### src/rtl/fifo_stream_reader_if.sv
// Valid/ready word stream leaving the FIFO read-side drain engine.
interface fifo_stream_reader_if #(
    parameter int DSIZE = 8
);
    logic             m_valid;
    logic [DSIZE-1:0] m_data;
    logic             m_ready;

    modport master (output m_valid, output m_data, input m_ready);
    modport slave  (input m_valid, input m_data, output m_ready);
endinterface

### src/rtl/fifo_stream_reader.sv
// Drains a registered-output dual-clock FIFO into a 2-entry prefetch buffer
// and presents it as a valid/ready stream with a delivered-word counter.
module fifo_stream_reader #(
    parameter int DSIZE = 8,
    parameter int CNTW  = 16
) (
    input  logic                  rclk,
    input  logic                  rrst_n,
    input  logic                  drain_en,
    input  logic                  fifo_rempty,
    input  logic [DSIZE-1:0]      fifo_rdata,
    output logic                  fifo_rinc,
    fifo_stream_reader_if.master  m,
    output logic [1:0]            occ,
    output logic [CNTW-1:0]       xfer_cnt
);
    logic             inflight;
    logic             valid_r;
    logic             pop;
    logic [DSIZE-1:0] head;
    logic [DSIZE-1:0] tail;
    logic [2:0]       occ_sum;

    assign pop     = valid_r & m.m_ready;
    // Occupancy after this edge; the in-flight read already holds a credit.
    assign occ_sum = {1'b0, occ} + {2'b00, inflight} - {2'b00, pop};

    assign fifo_rinc = rrst_n & drain_en & ~fifo_rempty & (occ_sum < 3'd2);
    assign m.m_valid = valid_r;
    assign m.m_data  = head;

    always_ff @(posedge rclk or negedge rrst_n) begin
        if (!rrst_n) begin
            occ      <= '0;
            inflight <= 1'b0;
            valid_r  <= 1'b0;
            head     <= '0;
            tail     <= '0;
            xfer_cnt <= '0;
        end else begin
            inflight <= fifo_rinc;
            occ      <= occ_sum[1:0];
            valid_r  <= (occ_sum != 3'd0);
            if (pop)
                xfer_cnt <= xfer_cnt + 1'b1;
            if (inflight) begin
                if (occ == 2'd0 || (occ == 2'd1 && pop)) begin
                    head <= fifo_rdata;
                end else if (occ == 2'd1) begin
                    tail <= fifo_rdata;
                end else if (pop) begin
                    // Full and popping: old tail goes out next, new word queues behind.
                    head <= tail;
                    tail <= fifo_rdata;
                end
            end else if (pop && occ == 2'd2) begin
                head <= tail;
            end
        end
    end

    occ_bound: assert property (@(posedge rclk) disable iff (!rrst_n) occ_sum <= 3'd2)
        else $error("prefetch buffer overflow");
endmodule
### src/flat_wrapper.sv
// flat-port wrapper written by rule: the top's interface ports become plain ports
module fifo_stream_reader_flat 
#(
    parameter int DSIZE = 8,
    parameter int CNTW  = 16
)
  (rclk, rrst_n, drain_en, fifo_rempty, fifo_rdata, fifo_rinc, occ, xfer_cnt, m_m_valid, m_m_data, m_m_ready);
  fifo_stream_reader_if #(.DSIZE(DSIZE)) m_i ();
  input  logic rclk;
  input  logic rrst_n;
  input  logic drain_en;
  input  logic fifo_rempty;
  input  logic [DSIZE-1:0] fifo_rdata;
  output logic fifo_rinc;
  output logic [1:0] occ;
  output logic [CNTW-1:0] xfer_cnt;
  output wire logic [$bits(m_i.m_valid)-1:0] m_m_valid;
  output wire logic [$bits(m_i.m_data)-1:0] m_m_data;
  input wire logic [$bits(m_i.m_ready)-1:0] m_m_ready;
  assign m_m_valid = m_i.m_valid;
  assign m_m_data = m_i.m_data;
  assign m_i.m_ready = m_m_ready;
  fifo_stream_reader #(.DSIZE(DSIZE), .CNTW(CNTW)) u_core (.rclk(rclk), .rrst_n(rrst_n), .drain_en(drain_en), .fifo_rempty(fifo_rempty), .fifo_rdata(fifo_rdata), .fifo_rinc(fifo_rinc), .m(m_i), .occ(occ), .xfer_cnt(xfer_cnt));
endmodule
### config.mk
export PLATFORM = sky130hd
export DESIGN_NAME = fifo_stream_reader_flat
export DESIGN_NICKNAME = d
export VERILOG_FILES = /design/src/rtl/fifo_stream_reader_if.sv /design/src/rtl/fifo_stream_reader.sv /design/src/flat_wrapper.sv
export SDC_FILE = /design/constraint.sdc
export NUM_CORES = 1
export LEC_CHECK = 0
export ABC_AREA = 1
export CAP_MARGIN = 0
export CORE_AREA = 5 5 61 74
export DETAILED_ROUTE_END_ITERATION = 8
export DIE_AREA = 0 0 66 79
export PLACE_DENSITY = 0.77
export SYNTH_ARGS = -nofsm -noshare
export SYNTH_HDL_FRONTEND = slang
export SYNTH_SLANG_ARGS = --single-unit
### constraint.sdc
create_clock -name rclk -period 3.4 [get_ports rclk]
set_clock_uncertainty 0.05 [all_clocks]
set_input_delay 0.68 -clock rclk [delete_from_list [all_inputs] [get_ports rclk]]
set_output_delay 0.68 -clock rclk [all_outputs]
set_load 0.02 [all_outputs]
==> flow_metrics.env, run 1 <==
export IMPL_syn_to_final_growth_pct=37.0
export IMPL_yosys_warnings=0
export IMPL_holdPathStages=2
export IMPL_avgViaCountPerCell=4.64
export IMPL_leakagePower_uw=0.00122
export IMPL_outcome="complete, no violations"
export IMPL_cts_tree="built"
export IMPL_max_slew_margin_pct=69.7
export IMPL_ys_ff_latch=36
export IMPL_design_core_area_sq_mm=0.00378
export IMPL_worstMarginPinSlew_ps=454
export IMPL_hold_viol=0
export IMPL_min_period_ps=3250
export IMPL_max_cap_viol_count=0
export IMPL_cts_made_buffers=5
export IMPL_ios=41
export IMPL_die_height_um=79
export IMPL_crit_arrival_ps=2520
export IMPL_syn_num_nets=221
export IMPL_final_layout_size_suffix_gt1_share_pct=14.8
export IMPL_final_area_sq_mm=0.00241
export IMPL_fmax_ghz=0.308
export IMPL_worstSetupEndpointType="output pin"
export IMPL_slew_violations=0
export IMPL_total_power_uw=1700
export IMPL_fillCellCount=325
export IMPL_drc=0
export IMPL_num_vias=1474
export IMPL_root_buffer="clkbuf_8"
export IMPL_ant_nets=0
export IMPL_fin_nets=280
export IMPL_regToRegSetupSlack_ps=670
export IMPL_layout_common_cells="58 x nand2_1, 38 x clkdlybuf4s50_1, 36 x dfrtp_1, 30 x inv_1, 19 x nand3_1"
export IMPL_synth_cell_types=24
export IMPL_timing_rr_end="u_core.inflight"
export IMPL_setup_viol=0
export IMPL_gp_congestion=0.821
export IMPL_grt_setup_unrepaired="false"
export IMPL_clkTransAtPathRegs_ps=70
export IMPL_h_tree_depth=2
export IMPL_grt_first_pass_wirelength_um=6640
export IMPL_num_antenna_cells=0
export IMPL_wl_per_cell_um=11.4
export IMPL_io_buffers=40
export IMPL_antenna_found_initial=0
export IMPL_grt_usage_pct=16.5
export IMPL_synth_seq_area_share_pct=51.3
export IMPL_path_max_fanout=2
export IMPL_required_ps=2670
export IMPL_chipWidth_um=66
export IMPL_reg2reg_from="u_core.m.m_valid"
export IMPL_final_period_utilization_pct=95.6
export IMPL_holdCritPathClass="flip-flop to flip-flop"
export IMPL_drt_first_iter_violations=88
export IMPL_cts_num_sinks=36
export IMPL_startpoint_type="input port"
export IMPL_layout_commonest_cell="nand2_1"
export IMPL_synthCells=204
export IMPL_avgSynthCellArea_sq_um=8.61
export IMPL_dpl_cell_area_sq_mm=0.00226
export IMPL_fp_row_count=25
export IMPL_max_vdd_ir_drop_mv=0.433
export IMPL_ctsLongestPathBuffers=2
export IMPL_grt_max_degree=37
export IMPL_grt_overflow_total=0
export IMPL_power_density_mw_per_mm2=704
export IMPL_netlist_area_sq_mm=0.00176
export IMPL_grt_pass1_vias=1563
export IMPL_critical_path_class="input port to output pin"
export IMPL_min_to="u_core.m.m_data[5]"
export IMPL_dr_pass1_iters=4
export IMPL_start_util_pct=46.4
export IMPL_worstRegToRegCells=16
export IMPL_drt_wl_total_um=3630
export IMPL_fp_dieArea_sq_mm=0.00521
export IMPL_dpl_hpwl_um=2650
export IMPL_clk_latency_ps=290
export IMPL_hold_start="u_core.m.m_data[5]"
[power breakdown]
group          total (uW)  internal, uW  leakage (uW)  switching, uW
Sequential            663           557      0.000459            106
Clock                 318           162     0.0000510            156
Combinational         714           331      0.000706            384
Total                1700          1050       0.00122            645
[cell type report]
| class | instances | area, sq um | share of cell area (%) |
|---|---|---|---|
| Clock inverter | 2 | 10.0 | 0.416 |
| Clock buffer | 6 | 82.6 | 3.43 |
| Tap cell | 54 | 67.6 | 2.81 |
| Timing Repair Buffer | 54 | 502 | 20.8 |
| Multi-Input combinational cell | 134 | 724 | 30.1 |
| Sequential cell | 36 | 901 | 37.4 |
| Inverter | 32 | 120 | 4.99 |
[state kept, by name (all words and copies together) (netlist names)]
signal,flops
u_core.m.m_valid,1
u_core.occ,2
u_core.tail,8
u_core.xfer_cnt,16
u_core.m.m_data,8
u_core.inflight,1
[Yosys cell counts]
| cell type | count | area (sq um) |
|---|---|---|
| nand2_2 | 4 | 25.0 |
| xor2_1 | 6 | 52.6 |
| a21oi_1 | 1 | 5.00 |
| nand3b_1 | 1 | 7.51 |
| nor2_2 | 2 | 12.5 |
| o21ai_2 | 3 | 26.3 |
| dfrtp_1 | 36 | 901 |
| ha_1 | 3 | 37.5 |
| nand2_1 | 58 | 218 |
| fa_1 | 1 | 20.0 |
| a21oi_4 | 1 | 16.3 |
| nor3_2 | 1 | 10.0 |
| nand4_1 | 5 | 31.3 |
| buf_6 | 1 | 11.3 |
| buf_2 | 1 | 5.00 |
| nor2_1 | 12 | 45.0 |
| inv_2 | 2 | 7.51 |
| nand3_1 | 19 | 95.1 |
| xnor2_1 | 5 | 43.8 |
| nand3_4 | 1 | 17.5 |
| or2_2 | 1 | 6.26 |
| nor3_1 | 2 | 10.0 |
| o21ai_0 | 8 | 40.0 |
| inv_1 | 30 | 113 |
[cell families after synthesis]
group           Yosys count  share of synthesized area [%]
simple gates            106                           27.2
flops                    36                           51.3
buf+inv                  34                           7.76
compound gates           13                           4.99
xor+xnor                 11                           5.48
fa+ha+maj                 4                           3.28
[worst max-delay path by stage]
stage	depth (start not counted)	slack [ps]	start	to
floorplan	9	190	m_m_ready	fifo_rinc
CTS	11	70	m_m_ready	fifo_rinc
finish	11	150	m_m_ready	fifo_rinc
global placement	11	-560	m_m_ready	fifo_rinc
detailed placement	11	-650	m_m_ready	fifo_rinc
global route	11	40	m_m_ready	fifo_rinc
[routing by layer]
metal | vias to the layer above | global-route usage, % | part of all wire (%)
met5 | - | 0 | 0
met4 | 0 | 10.2 | 2.5
met2 | 29 | 28.1 | 52
li1 | 752 | - | -
met3 | 7 | 3.25 | 3.5
met1 | 686 | 18.8 | 42
[repair_timing]
item | 4_1_cts | 5_1_grt
cloned | 0 | 0
endpoints found under the setup margin | 1 | 1
hold buffers | 0 | 0
buffers inserted | 6 | 1
gates resized for setup | 9 | 0
pin swaps | 2 | 2
[through the flow]
stage | TNS [ps] | hold WS [ps] | worst slack [ps] | instances | utilization, %
after global placement | -564 | 416 | -564 | 303 | 59.7
after CTS | 0 | 436 | 67.8 | 317 | 63.4
after global routing | 0 | 452 | 37.3 | 318 | 63.6
after floorplan | 0 | 334 | 192 | 204 | -
final | 0 | 431 | 151 | 318 | 63.6
after detailed placement | -646 | 416 | -646 | 303 | 59.7
[critical path, stage by stage]
cell,delay [ps]
dlygate4sd2_1,250
nand2_2,60
inv_1,50
ha_1,260
inv_1,40
ha_1,180
fa_1,460
a21oi_1,120
o21ai_1,90
nor3_2,150
buf_4,170
No activity file was read; power rests on OpenSTA's default activity.
==> run 2: changes to the inputs <==
--- a/config.mk
+++ b/config.mk
@@ -7,10 +7,13 @@
 export LEC_CHECK = 0
 export ABC_AREA = 1
 export CAP_MARGIN = 0
-export CORE_AREA = 5 5 61 74
+export CELL_PAD_IN_SITES_DETAIL_PLACEMENT = 1
+export CELL_PAD_IN_SITES_GLOBAL_PLACEMENT = 1
+export CORE_AREA = 5 5 70 85
 export DETAILED_ROUTE_END_ITERATION = 8
-export DIE_AREA = 0 0 66 79
-export PLACE_DENSITY = 0.77
+export DIE_AREA = 0 0 75 90
+export PLACE_DENSITY_LB_ADDON = 0.1
+export SKIP_LAST_GASP = 1
 export SYNTH_ARGS = -nofsm -noshare
 export SYNTH_HDL_FRONTEND = slang
 export SYNTH_SLANG_ARGS = --single-unit
==> flow_metrics.env, run 2 (synthesis results as in run 1) <==
export IMPL_worstMarginPinSlew_ps=456
export IMPL_h_tree_depth=2
export IMPL_critical_path_class="input port to output pin"
export IMPL_worstSetupEndpointType="output pin"
export IMPL_regMostFlops="u_core.xfer_cnt"
export IMPL_min_period_ps=3270
export IMPL_crit_path_start="m_m_ready"
export IMPL_drt_first_iter_violations=15
export IMPL_final_period_utilization_pct=96.1
export IMPL_hold_viol=0
export IMPL_holdBufCountCts=0
export IMPL_final_area_sq_mm=0.00240
export IMPL_grt_overflow_total=0
export IMPL_gp_congestion=0.726
export IMPL_pre_cts_slack_ps=-632
export IMPL_layout_common_cells="58 x nand2_1, 38 x clkdlybuf4s50_1, 36 x dfrtp_1, 30 x inv_1, 19 x nand3_1"
export IMPL_dp_cells=311
export IMPL_cts_tree="built"
export IMPL_num_antenna_cells=0
export IMPL_outcome="complete, no violations"
export IMPL_fin_cells=324
export IMPL_start_util_pct=34.3
export IMPL_grt_max_degree=37
export IMPL_crit_arrival_ps=2540
export IMPL_grt_usage_pct=13.8
export IMPL_fmax_ghz=0.306
export IMPL_root_buffer="clkbuf_8"
export IMPL_design_core_area_sq_mm=0.00512
export IMPL_largest_reg_flops=16
export IMPL_clkTransAtPathRegs_ps=70
export IMPL_grt_first_pass_wirelength_um=7220
export IMPL_final_util_pct=46.9
export IMPL_fin_nets=278
export IMPL_slew_violations=0
export IMPL_wl_per_cell_um=12.9
export IMPL_leakagePower_uw=0.00120
export IMPL_layout_commonest_cell="nand2_1"
export IMPL_dpl_hpwl_um=3180
export IMPL_ctsLongestPathBuffers=2
export IMPL_clk_latency_ps=280
export IMPL_cts_num_sinks=36
export IMPL_fp_row_count=29
export IMPL_avgViaCountPerCell=4.54
export IMPL_dr_pass1_iters=4
export IMPL_final_layout_size_suffix_gt1_share_pct=13.4
export IMPL_path_max_fanout=2
export IMPL_drc=0
export IMPL_fp_dieArea_sq_mm=0.00675
export IMPL_max_cap_viol_count=0
export IMPL_drt_wl_total_um=4170
export IMPL_reg2reg_from="u_core.m.m_valid"
export IMPL_grt_pass1_vias=1605
export IMPL_holdCritPathClass="flip-flop to flip-flop"
export IMPL_grt_setup_unrepaired="false"
export IMPL_cts_made_buffers=5
export IMPL_required_ps=2670
export IMPL_hold_start="u_core.m.m_data[4]"
export IMPL_max_slew_margin_pct=69.6
export IMPL_syn_to_final_growth_pct=36.6
export IMPL_ios=41
export IMPL_io_buffers=40
export IMPL_chipWidth_um=75
export IMPL_power_density_mw_per_mm2=700
export IMPL_max_vdd_ir_drop_mv=0.306
export IMPL_startpoint_type="input port"
export IMPL_num_vias=1471
export IMPL_dpl_cell_area_sq_mm=0.00227
export IMPL_antenna_found_initial=0
export IMPL_setup_viol=0
export IMPL_setup_slack_ps=134
export IMPL_ant_nets=0
export IMPL_die_height_um=90
-- run 2: what timing repair did --
action                                  in CTS  in global routing
buffers inserted                             5                  0
endpoints found under the setup margin       1                  1
gates resized for setup                      9                  0
pin swaps                                    1                  1
-- run 2: where the power goes --
part	internal (uW)	switching [uW]	total [uW]	leakage, uW
registers	558	105	663	0.000459
clock network	165	148	313	0.0000455
logic	316	388	704	0.000696
-- run 2: worst max-delay path, stage by stage --
cell           delay [ps]
dlygate4sd2_1         250
nand2_2                70
inv_1                  50
ha_1                  260
inv_1                  40
ha_1                  180
fa_1                  450
a21oi_1               120
o21ai_1               100
nor3_2                150
buf_4                 170
-- run 2: layout make-up --
cell class / instances / area [sq um]
Clock buffer: 8 / 90.1
Multi-Input combinational cell: 134 / 724
Sequential cell: 36 / 901
Timing Repair Buffer: 52 / 487
Fill cell: 608 / 2720
Inverter: 32 / 120
Tap cell: 62 / 77.6
-- run 2: metrics by stage --
| step | power [uW] | hold slack (ps) | TNS [ps] |
|---|---|---|---|
| final | 1680 | 435 | 0 |
| after global routing | 1820 | 469 | 0 |
| after CTS | 1710 | 441 | 0 |
| after detailed placement | 1380 | 423 | -632 |
| after global placement | 1360 | 418 | -575 |
| after floorplan | 1070 | 334 | 0 |
-- run 2: layer usage --
metal | vias to the layer above | wire length [um] | global-route usage, %
met5 | - | 0 | 0
met4 | 0 | 65 | 4.01
met3 | 5 | 186 | 3.35
met2 | 25 | 2210 | 24.5
met1 | 695 | 1710 | 15.8
li1 | 746 | - | -
-- run 2: final timing paths --
check / end / depth (start not counted) / slack (ps)
worst min-delay path: u_core.m.m_data[4] / 2 / 440
worst max-delay path: fifo_rinc / 11 / 130
max in group asynchronous: u_core.tail[3] / 2 / 2100
worst max register to register: u_core.inflight / 15 / 760
min in group asynchronous: u_core.xfer_cnt[8] / 2 / 880
worst min register to register: u_core.m.m_data[4] / 2 / 440
==> run 3: changes to the inputs <==
--- a/config.mk
+++ b/config.mk
@@ -13,7 +13,6 @@
 export DETAILED_ROUTE_END_ITERATION = 8
 export DIE_AREA = 0 0 75 90
 export PLACE_DENSITY_LB_ADDON = 0.1
-export SKIP_LAST_GASP = 1
 export SYNTH_ARGS = -nofsm -noshare
 export SYNTH_HDL_FRONTEND = slang
 export SYNTH_SLANG_ARGS = --single-unit
==> results of run 3 <==
Final layout, timing and power as in run 2 (identical DEF).
